<file path="src/rtl/rshift_seq_if.sv">
// Handshake and data bundle between the control unit (master) and the
// multi-cycle right shifter (slave).
interface rshift_seq_if #(
    parameter int WIDTH   = 32,
    parameter int SHAMT_W = 5
) ();
    logic               start;
    logic [WIDTH-1:0]   a;
    logic [SHAMT_W-1:0] shamt;
    logic               arith;
    logic               busy;
    logic               done;
    logic [WIDTH-1:0]   b;

    modport master (
        output start, a, shamt, arith,
        input  busy, done, b
    );

    modport slave (
        input  start, a, shamt, arith,
        output busy, done, b
    );
endinterface

</file>
<file path="src/rtl/rshift_seq.sv">
// Multi-cycle right shifter (SRL/SRA/SRLV/SRAV): one bit per clock under a
// start/busy/done handshake; b holds the last result until the next one lands.
module rshift_seq #(
    parameter int WIDTH   = 32,
    parameter int SHAMT_W = 5
) (
    input  logic       clk,
    input  logic       rst_n,
    rshift_seq_if.slave io
);
    typedef enum logic [1:0] {IDLE, SHIFT, DONE} state_t;

    state_t             state;
    logic [WIDTH-1:0]   data;
    logic [SHAMT_W-1:0] cnt;
    logic               arith_q;
    logic [WIDTH-1:0]   shifted;

    // Fill bit comes from the latched operand's MSB, so live inputs never leak in.
    assign shifted = {arith_q ? data[WIDTH-1] : 1'b0, data[WIDTH-1:1]};

    always_ff @(posedge clk or negedge rst_n) begin
        if (!rst_n) begin
            state   <= IDLE;
            data    <= '0;
            cnt     <= '0;
            arith_q <= 1'b0;
            io.b    <= '0;
            io.busy <= 1'b0;
            io.done <= 1'b0;
        end else begin
            case (state)
                IDLE, DONE: begin
                    if (io.start) begin
                        data    <= io.a;
                        arith_q <= io.arith;
                        cnt     <= io.shamt;
                        if (io.shamt == '0) begin
                            io.b    <= io.a;
                            state   <= DONE;
                            io.busy <= 1'b0;
                            io.done <= 1'b1;
                        end else begin
                            state   <= SHIFT;
                            io.busy <= 1'b1;
                            io.done <= 1'b0;
                        end
                    end else begin
                        state   <= IDLE;
                        io.busy <= 1'b0;
                        io.done <= 1'b0;
                    end
                end
                SHIFT: begin
                    // start is ignored here; no request is queued.
                    data <= shifted;
                    cnt  <= cnt - SHAMT_W'(1);
                    if (cnt == SHAMT_W'(1)) begin
                        io.b    <= shifted;
                        state   <= DONE;
                        io.busy <= 1'b0;
                        io.done <= 1'b1;
                    end
                end
                default: begin
                    state   <= IDLE;
                    io.busy <= 1'b0;
                    io.done <= 1'b0;
                end
            endcase
        end
    end
endmodule

</file>
<file path="src/flat_wrapper.sv">
// flat-port wrapper written by rule: the top's interface ports become plain ports
module rshift_seq_flat 
#(
    parameter int WIDTH   = 32,
    parameter int SHAMT_W = 5
)
  (clk, rst_n, io_start, io_a, io_shamt, io_arith, io_busy, io_done, io_b);
  rshift_seq_if #(.WIDTH(WIDTH), .SHAMT_W(SHAMT_W)) io_i ();
  input  logic clk;
  input  logic rst_n;
  input wire logic [$bits(io_i.start)-1:0] io_start;
  input wire logic [$bits(io_i.a)-1:0] io_a;
  input wire logic [$bits(io_i.shamt)-1:0] io_shamt;
  input wire logic [$bits(io_i.arith)-1:0] io_arith;
  output wire logic [$bits(io_i.busy)-1:0] io_busy;
  output wire logic [$bits(io_i.done)-1:0] io_done;
  output wire logic [$bits(io_i.b)-1:0] io_b;
  assign io_i.start = io_start;
  assign io_i.a = io_a;
  assign io_i.shamt = io_shamt;
  assign io_i.arith = io_arith;
  assign io_busy = io_i.busy;
  assign io_done = io_i.done;
  assign io_b = io_i.b;
  rshift_seq #(.WIDTH(WIDTH), .SHAMT_W(SHAMT_W)) u_core (.clk(clk), .rst_n(rst_n), .io(io_i));
endmodule
</file>
<file path="config.mk">
export PLATFORM = sky130hd
export DESIGN_NAME = rshift_seq_flat
export DESIGN_NICKNAME = d
export VERILOG_FILES = /design/src/rtl/rshift_seq_if.sv /design/src/rtl/rshift_seq.sv /design/src/flat_wrapper.sv
export SDC_FILE = /design/constraint.sdc
export NUM_CORES = 1
export LEC_CHECK = 0
export ABC_CLOCK_PERIOD_IN_PS = 2500
export BUFFER_PORTS_ARGS = -buffer_cell sky130_fd_sc_hd__buf_2
export CORE_UTILIZATION = 48
export CTS_BUF_LIST = sky130_fd_sc_hd__clkbuf_8
export CTS_CLUSTER_DIAMETER = 30
export CTS_CLUSTER_SIZE = 24
export DETAILED_ROUTE_END_ITERATION = 7
export GPL_TIMING_DRIVEN = 1
export HOLD_SLACK_MARGIN = 0.03
export PLACE_DENSITY = 0.73
export SYNTH_ARGS = -nofsm -noshare
export SYNTH_HDL_FRONTEND = slang
export SYNTH_SLANG_ARGS = --single-unit
</file>
<file path="constraint.sdc">
create_clock -name clk -period 2.5 [get_ports clk]
set_clock_uncertainty 0.15 [all_clocks]
set_input_delay 0 -clock clk [delete_from_list [all_inputs] [get_ports clk]]
set_output_delay 0 -clock clk [all_outputs]
set_load 0.005 [all_outputs]
</file>
==> results.json <==
{
  "status": "finished with violations",
  "violations": "design-rule violations",
  "cts-root-buf": "clkbuf_8",
  "relSlewSlack_pct": 46.59,
  "multi_input_area_um2": 1370,
  "whs_ns": 0.1284,
  "layout_common_cells": "buf_2, dfrtp_1, dlygate4sd3_1, mux2_2, mux2_4",
  "drt_iter0_drc": 53,
  "worstMarginPinSlew_ns": 0.8012,
  "clockBufferDepth": 2,
  "via_per_inst": 5.132,
  "postPlaceCellArea_um2": 3745,
  "syn_inst": 231,
  "antenna_found_initial": 0,
  "grt-ovfl-total": 0,
  "drcViolationCount": 6,
  "p_sw_share_pct": 31.39,
  "vdd.ir_drop.worst_mv": 0.6212,
  "fin_area_um2": 4398,
  "clkTransAtPathRegs_ns": 0.08,
  "tns_ns": 0,
  "antenna_left": 0,
  "grt_pass1_vias": 2369,
  "async_flop_share_pct": 100.0,
  "pwr-share-clk_pct": 20.1,
  "io_pins": 75,
  "wl_per_cell_um": 15.44,
  "synth.net_count": 274,
  "die_h_um": 84.93,
  "ctsResizeCount": 0,
  "yosys_warnings": 0,
  "grt_setup_unrepaired": "no",
  "core-area_um2": 6495,
  "rows": 29,
  "gr-usage-all-layers_pct": 20.64,
  "n_fill_cell": 462,
  "die_w_um": 84.93,
  "power.total_mw": 5.449,
  "cts_hold_buf": 42,
  "p_int_mw": 3.739,
  "area_growth_pct": 33.24,
  "min_path_type": "input port to asynchronous set/reset pin",
  "power_frac_seq_pct": 38.5,
  "power_leakage_nw": 2.103,
  "cts-buffers-inserted": 9,
  "start_util_pct": 50.82,
  "grt_start_max_net_pins": 38,
  "synth-seq-area-share_pct": 54.59,
  "setup-violations-final": 0,
  "p_per_area_nw_per_um2": 1239,
  "io_buffers": 74,
  "synth_area_per_cell_um2": 14.29,
  "max_freq_ghz": 0.4825,
  "dr_total_vias": 2222,
  "antenna_cells": 0,
  "die_area_um2": 7212,
  "min_period_ns": 2.072,
  "ff_latch_area_um2": 1802,
  "cp.arrival_ns": 2.15,
  "synth-seq-cells": 72,
  "fin_nets": 395,
  "cts_tree": "done",
  "path_class": "register to register",
  "post-route-util_pct": 67.71,
  "required_ns": 2.58,
  "worstPathCellList": "inv_1 > ha_1 > nor4b_2 > a32o_2 > buf_4 > mux2_2",
  "grt_pass1_wl_um": 11400,
  "critPathLaunchType": "register",
  "cp-end-kind": "register",
  "critPathBufInv": 2,
  "clkSinkCount": 72,
  "finalHoldViolations": 0,
  "firstDrtPassIters": 7,
  "worst_skew_pair.late_latency_ns": 0.35,
  "gp_congestion": 0.8416,
  "synth-edff-count": 0,
  "maxSlewViolCount": 0,
  "dp_hpwl_um": 4319,
  "cp_slowest_cell": "dfrtp_1",
  "layout-drive-gt1-share_pct": 42.98,
  "mostFrequentLayoutCell": "buf_2",
  "postCtsSetupBuffers": 0,
  "critPathTopFamily": "buffers and inverters",
  "p_switching_mw": 1.711,
  "synth_cell_type_count": 31,
  "critPathMaxStageDelay_ns": 0.38,
  "synth_ff_type": "dfrtp_1",
  "path_max_fanout": 18,
  "combPwrFrac_pct": 41.4,
  "htree_levels": 3,
  "wl_um": 6687,
  "maxCapViolCount": 0,
  "period_share_pct": 82.90,
  "syn_area_um2": 3301
}
==> sequential cells by signal, indices dropped and copies added, names as in the netlist <==
signal / flops
u_core.io.busy: 1
u_core.arith_q: 1
u_core.io.done: 1
u_core.io.b: 32
u_core.cnt: 5
u_core.data: 31
u_core.state: 1
==> power by group through the flow <==
stage	registers, mW	clock network (mW)	logic [mW]
floorplan	2.05	0	1.62
global placement	2.09	0	2.12
detailed placement	2.11	0	2.20
CTS	2.10	1.11	2.28
global route	2.17	1.16	2.48
finish	2.10	1.09	2.26
==> Yosys cell counts, types with 2 or more instances <==
| cell | instances | share of area, % |
|---|---|---|
| a21oi_1 | 7 | 1.1 |
| buf_2 | 5 | 0.76 |
| buf_6 | 5 | 1.7 |
| clkbuf_1 | 2 | 0.23 |
| dfrtp_1 | 72 | 55 |
| ha_1 | 2 | 0.76 |
| inv_1 | 11 | 1.3 |
| mux2_1 | 21 | 7.2 |
| mux2_2 | 31 | 11 |
| mux2_4 | 22 | 10 |
| mux2i_1 | 16 | 4.9 |
| nand2_1 | 7 | 0.80 |
| nand2b_1 | 2 | 0.38 |
| nand3b_1 | 2 | 0.45 |
| nor2b_1 | 2 | 0.38 |
| nor3_1 | 8 | 1.2 |
| o21ai_0 | 2 | 0.30 |
==> per-stage QoR <==
step,worst slack (ns),cells
final,0.4276,433
after global routing,0.3278,433
after CTS,0.4247,433
after detailed placement,0.4423,376
after global placement,0.5381,376
after floorplan,0.6963,231
==> worst paths after layout <==
check / slack, ns / start / depth (start not counted) / to
hold / removal: 0.13 / rst_n / 2 / u_core.io.b[10]
setup / recovery: 0.43 / u_core.cnt[1] / 6 / u_core.io.b[1]
hold reg to reg: 0.36 / u_core.data[3] / 1 / u_core.data[3]
min in group clk: 0.29 / io_shamt[1] / 4 / u_core.cnt[1]
max in group asynchronous: 1.40 / rst_n / 3 / u_core.cnt[0]
setup reg to reg: 0.43 / u_core.cnt[1] / 6 / u_core.io.b[1]
==> routing by layer <==
layer / up-vias / GRT usage, % / part of all wire [%]
li1: 1057 / - / -
met1: 1092 / 25.99 / 44
met2: 64 / 34.81 / 50
met3: 9 / 3.988 / 4.5
met4: 0 / 9.245 / 1.6
met5: - / 0 / 0
==> cells by family (layout without fill, tap and decap cells) <==
family                   Yosys count  count (layout)  share of synthesized area (%)
buffers and inverters             24             149                          4.170
adder cells (fa/ha/maj)            2               2                         0.7580
flip-flops                        72              72                          54.59
multiplexers                      90              90                          32.60
AND/OR/NAND/NOR                   26              26                          4.359
AO/OA/AOI/OAI                     17              17                          3.526
==> final cells by class <==
| cell class | instances | share of cell area [%] |
|---|---|---|
| Tap cell | 77 | 2.191 |
| Inverter | 11 | 0.9388 |
| Multi-Input combinational cell | 135 | 31.15 |
| Timing Repair Buffer | 123 | 19.46 |
| Sequential cell | 72 | 40.97 |
| Clock inverter | 6 | 2.475 |
| Clock buffer | 9 | 2.817 |
(Power assumes the default switching activity.)
